===== config.mk =====
export PLATFORM = sky130hd
export DESIGN_NAME = tpm_spi_ctrl
export DESIGN_NICKNAME = d
export VERILOG_FILES = /design/src/rtl/tpm_spi_ctrl.sv
export SDC_FILE = /design/constraint.sdc
export NUM_CORES = 1
export LEC_CHECK = 0
export ABC_AREA = 1
export BUFFER_PORTS_ARGS = -buffer_cell sky130_fd_sc_hd__clkbuf_2
export CAP_MARGIN = 30
export CORE_ASPECT_RATIO = 0.6
export CORE_MARGIN = 2
export CORE_UTILIZATION = 35
export CTS_CLUSTER_SIZE = 12
export DETAILED_ROUTE_END_ITERATION = 8
export PLACE_DENSITY_LB_ADDON = 0.05
export SKIP_LAST_GASP = 1
export SYNTH_ARGS = -nofsm -noshare
export SYNTH_HDL_FRONTEND = slang
export SYNTH_SLANG_ARGS = --single-unit
export TNS_END_PERCENT = 30

===== constraint.sdc =====
create_clock -name clk_i -period 4.6 [get_ports clk_i]
set_clock_uncertainty 0.2 [all_clocks]
set_input_delay 0.46 -clock clk_i [delete_from_list [all_inputs] [get_ports clk_i]]
set_output_delay 0.46 -clock clk_i [all_outputs]
set_load 0.02 [all_outputs]

===== src/rtl/tpm_spi_ctrl.sv =====
// tpm_spi_ctrl
// Host-side initiator for single-byte TPM-over-SPI transactions (SPI mode 0).
// On a start strobe it sends the 4-byte TPM header, polls TPM wait states,
// then writes or reads one data byte. The transaction ends with a done pulse.
//
// Parameters:
//   CLK_DIV  - SCLK half-period in clk_i cycles (>= 1)
//   ADDR_HI  - header byte 1 (locality / address high byte)
//   MAX_WAIT - wait-state bytes tolerated before the transfer is aborted (>= 1)
//
// Ports:
//   clk_i, rst_n_i    - system clock, asynchronous active-low reset
//   start_i           - transaction request, sampled while busy_o is low
//   wr_i              - 1 = TPM write, 0 = TPM read (latched on start)
//   addr_i            - 16-bit TPM register address (latched on start)
//   data_i            - write data (latched on start)
//   data_o            - read data, valid from the done_o cycle onward
//   busy_o            - transaction in progress
//   done_o            - one-cycle completion pulse
//   timeout_o         - one-cycle pulse with done_o when wait polling aborted
//   cs_n_o, sclk_o    - SPI chip select (active low) and clock
//   mosi_o, miso_i    - SPI data out (MSB first) and data in
module tpm_spi_ctrl #(
  parameter int         CLK_DIV  = 2,
  parameter logic [7:0] ADDR_HI  = 8'hD4,
  parameter int         MAX_WAIT = 16
) (
  input  logic        clk_i,
  input  logic        rst_n_i,
  input  logic        start_i,
  input  logic        wr_i,
  input  logic [15:0] addr_i,
  input  logic [7:0]  data_i,
  output logic [7:0]  data_o,
  output logic        busy_o,
  output logic        done_o,
  output logic        timeout_o,
  output logic        cs_n_o,
  output logic        sclk_o,
  output logic        mosi_o,
  input  logic        miso_i
);

  localparam int DIV_W  = (CLK_DIV > 1) ? $clog2(CLK_DIV) : 1;
  localparam int WAIT_W = (MAX_WAIT > 1) ? $clog2(MAX_WAIT) : 1;
  localparam logic [DIV_W-1:0]  DIV_LAST  = DIV_W'(CLK_DIV - 1);
  localparam logic [WAIT_W-1:0] WAIT_LAST = WAIT_W'(MAX_WAIT - 1);

  typedef enum logic [2:0] {
    ST_IDLE, ST_SETUP, ST_HDR, ST_WAIT, ST_DATA, ST_HOLD, ST_GUARD
  } state_t;

  state_t              state;
  logic [DIV_W-1:0]    div_cnt;
  logic [4:0]          bit_cnt;
  logic [WAIT_W-1:0]   wait_cnt;
  logic                abort;
  logic                wr_q;
  logic [7:0]          data_q;
  logic [30:0]         tx_sr;
  logic [7:0]          rx_sr;
  logic [31:0]         header;
  logic                div_end;

  // Size field is zero: every transfer moves exactly one byte.
  assign header  = {(wr_i ? 8'h00 : 8'h80), ADDR_HI, addr_i};
  assign div_end = (div_cnt == DIV_LAST);

  // tx_sr holds the bits still to be sent after the one currently on mosi_o.
  // rx_sr[0] is always the most recent MISO sample, which is what the
  // header-end and wait-byte decisions look at.
  always_ff @(posedge clk_i or negedge rst_n_i) begin
    if (!rst_n_i) begin
      state     <= ST_IDLE;
      div_cnt   <= '0;
      bit_cnt   <= '0;
      wait_cnt  <= '0;
      abort     <= 1'b0;
      wr_q      <= 1'b0;
      data_q    <= 8'h00;
      tx_sr     <= '0;
      rx_sr     <= 8'h00;
      data_o    <= 8'h00;
      busy_o    <= 1'b0;
      done_o    <= 1'b0;
      timeout_o <= 1'b0;
      cs_n_o    <= 1'b1;
      sclk_o    <= 1'b0;
      mosi_o    <= 1'b0;
    end else begin
      case (state)
        ST_IDLE: begin
          if (start_i) begin
            wr_q    <= wr_i;
            data_q  <= data_i;
            tx_sr   <= header[30:0];
            mosi_o  <= header[31];
            cs_n_o  <= 1'b0;
            busy_o  <= 1'b1;
            abort   <= 1'b0;
            div_cnt <= '0;
            state   <= ST_SETUP;
          end
        end

        ST_SETUP: begin
          if (div_end) begin
            div_cnt <= '0;
            bit_cnt <= 5'd31;
            state   <= ST_HDR;
          end else begin
            div_cnt <= div_cnt + 1'b1;
          end
        end

        // Shared bit engine: low phase then high phase per bit. The edge that
        // raises SCLK samples MISO; the edge that drops it advances MOSI or
        // picks the next segment once the current one is exhausted.
        ST_HDR, ST_WAIT, ST_DATA: begin
          if (!div_end) begin
            div_cnt <= div_cnt + 1'b1;
          end else begin
            div_cnt <= '0;
            if (!sclk_o) begin
              sclk_o <= 1'b1;
              rx_sr  <= {rx_sr[6:0], miso_i};
            end else begin
              sclk_o <= 1'b0;
              if (bit_cnt != 5'd0) begin
                bit_cnt <= bit_cnt - 5'd1;
                mosi_o  <= tx_sr[30];
                tx_sr   <= {tx_sr[29:0], 1'b0};
              end else if (state == ST_DATA ||
                           (state == ST_WAIT && !rx_sr[0] && wait_cnt == WAIT_LAST)) begin
                abort  <= (state == ST_WAIT);
                mosi_o <= 1'b0;
                state  <= ST_HOLD;
              end else if (rx_sr[0]) begin
                bit_cnt <= 5'd7;
                mosi_o  <= wr_q & data_q[7];
                tx_sr   <= {(wr_q ? data_q[6:0] : 7'h00), 24'h000000};
                state   <= ST_DATA;
              end else begin
                wait_cnt <= (state == ST_WAIT) ? wait_cnt + 1'b1 : '0;
                bit_cnt  <= 5'd7;
                mosi_o   <= 1'b0;
                tx_sr    <= '0;
                state    <= ST_WAIT;
              end
            end
          end
        end

        ST_HOLD: begin
          if (div_end) begin
            div_cnt   <= '0;
            cs_n_o    <= 1'b1;
            done_o    <= 1'b1;
            timeout_o <= abort;
            if (!wr_q && !abort) begin
              data_o <= rx_sr;
            end
            state <= ST_GUARD;
          end else begin
            div_cnt <= div_cnt + 1'b1;
          end
        end

        // The done cycle is the first guard cycle; busy_o stays up through it
        // so a start coincident with done is dropped.
        ST_GUARD: begin
          done_o    <= 1'b0;
          timeout_o <= 1'b0;
          if (div_end) begin
            div_cnt <= '0;
            busy_o  <= 1'b0;
            state   <= ST_IDLE;
          end else begin
            div_cnt <= div_cnt + 1'b1;
          end
        end

        default: state <= ST_IDLE;
      endcase
    end
  end

endmodule


==> results.toml <==
[clock_tree]
clk_pin_slew_ps = 60
hold_buffers = 1
cts_buffers = 9
clock-root-buffer = "clkbuf_16"
worstSkewPairLatency_ps = 330
clock_path_buffers = 2
htreeDepth = 3
cts_tree = "done"
postCtsSetupBuffers = 0
cts.sinks = 76
cts_resized = 0

[setup_path]
crit_required_ps = 4600
cp_max_fo = 16
end_kind = "register"
critPathKind = "reg -> reg"
arrival_ps = 2460
critPathLaunchType = "register"

[timing]
max_slew_margin_pct = 61.9
fmax_mhz = 407
rsz0062_at_grt = "false"
setup_viol_count_final = 0
worstMarginPinSlew_ps = 572
final_max_slew_viol_count = 0
tns_ps = 0
finalCritPeriodShare_pct = 53.5
min_period_ps = 2460
whs_ps = 126
hold_viol = 0

[status]
run_status = "complete, no violations"

[global_route]
grt_max_degree = 61
overflow = 0
grt_pass1_vias = 2853
grt_pass1_wl_mm = 14.1
grt_use_total_pct = 15.9
antenna_found_initial = 0

[min_path]
hold_path_class = "in -> reg"

[synth]
synth_edf_count = 0
seq_area_frac_synth_pct = 52.3
ys_ff_latch = 76
synth_top_area_share_pct = 51.6
synth.avg_cell_area_sq_um = 7.98
yosysTopAreaCell = "dfrtp_1"
synth_cell_types = 31
ys.flop_type = "dfrtp_1"
yosysWarnings = 0
syn-num-nets = 487
synth_area_sq_um = 3640
synth-async-reset-ratio_pct = 100
yosys-top-cells-area = "dfrtp_1 (52%), nand2_1 (19%), o21ai_0 (7.2%)"
synthCells = 456

[routing]
drt_pass1_iterations = 4
drt_iter0_markers = 226
wire_per_inst_um = 12.8
via_per_inst = 4.58
ant_nets = 0
drt-total-wl_mm = 8.12
via_count = 2918
drc = 0

[power_and_ir_drop]
powerDensity_nw_per_um2 = 743
total_leakage_power_nw = 2.17
max-vdd-ir-drop_v = 0.000260
power_mw = 3.17

[finish]
layout.nets = 529
antenna_cells = 0
drive_gt1_share_pct = 15.3
instances_no_fill = 637
area_delta_synth_final_pct = 17.3

[floorplanning]
die_h_um = 83.0
io_pins = 43
die-area_sq_um = 11300
core-area_sq_um = 9980
initial_core_util_pct = 36.4
row_count = 28
die_w_um = 136

[placement]
hpwl_mm = 5.42
placedCellCount = 621
place_congestion = 0.821
io_buffers = 42

[run]
cap_violations = 0
[worst paths after layout]
check,from,endpoint,slack [ps],depth (start not counted)
worst max-delay path,bit_cnt[0],tx_sr[1],2140,9
worst min-delay path,data_i[3],data_q[3],130,3
worst max register to register,bit_cnt[0],tx_sr[1],2140,9
worst min register to register,cs_n_o,cs_n_o,260,2
max in group asynchronous,rst_n_i,cs_n_o,3250,3
min in group asynchronous,rst_n_i,data_o[5],340,2
[metrics by stage]
stage	worst slack (ps)	utilization [%]	cell area, sq um
floorplan	2810	-	3640
global placement	2140	39.4	3940
detailed placement	2130	39.7	3970
CTS	2110	42.7	4270
global route	1890	42.7	4270
finish	2140	42.7	4270
[logic make-up after synthesis]
group	after synthesis	synth area share, %
XOR/XNOR	1	0.241
flip-flops	76	52.3
AND/OR/NAND/NOR	247	28.8
multiplexers	4	1.24
adder cells (fa/ha/maj)	2	0.688
buffers and inverters	56	6.67
AO/OA/AOI/OAI	70	10.0
[cell type report]
cell class	count	area (sq um)
clock buffer	11	243
clock inverter	4	50.0
fill	1024	5720
inverter	43	161
multi-input combinational	324	1490
sequential	76	1900
tap	135	169
timing repair buffer	44	250
[synth_stat cells, drive strengths merged, types with 2 or more instances]
library cell  number
clkbuf             2
o21ai             59
nor3               3
nand4              3
mux2               4
nand2            187
ha                 2
a21oi             10
inv               42
nand3             25
dfrtp             75
buf               11
nor2              26
[state kept, by name (all words and copies together) (netlist names)]
signal / flops
busy_o: 1
data_o: 8
abort: 1
mosi_o: 1
data_q: 8
sclk_o: 1
state: 3
rx_sr: 8
tx_sr: 31
wait_cnt: 4
cs_n_o: 1
wr_q: 1
timeout_o: 1
div_cnt: 1
bit_cnt: 5
done_o: 1
[worst max-delay path, cell delays in order (launching register included)]
cell,delay [ps]
dfrtp_1,390
inv_1,100
ha_1,190
nand3b_2,230
nand2_1,500
inv_1,370
nand2_1,160
nand2_1,60
nand2_1,60
o21ai_1,60
[where the power goes]
group / switching (mW) / leakage [nW] / internal, mW
Sequential: 0.172 / 0.958 / 0.958
Combinational: 0.929 / 1.07 / 0.403
Clock: 0.279 / 0.138 / 0.431
[layer usage]
metal	track usage [%]	up-vias	share of wire, %
li1	-	1522	-
met1	23.7	1337	54
met2	22.4	48	41
met3	4.58	11	4.1
met4	4.26	0	1.2
met5	0	-	0
[placed cells by master, fill, tap and decap left out, types with 2 or more instances in the layout]
cell type,count
nand4_1,3
nor2_1,23
clkbuf_2,41
o21ai_1,7
a21oi_1,9
nand2_4,2
mux2_2,4
inv_2,3
dfrtp_1,75
clkinvlp_4,2
nand3_1,24
nand2_1,183
nor2_2,2
inv_1,39
nand2_2,2
o21ai_0,52
nor3_1,2
ha_1,2
clkbuf_16,9
No activity file was read; power rests on OpenSTA's default activity.
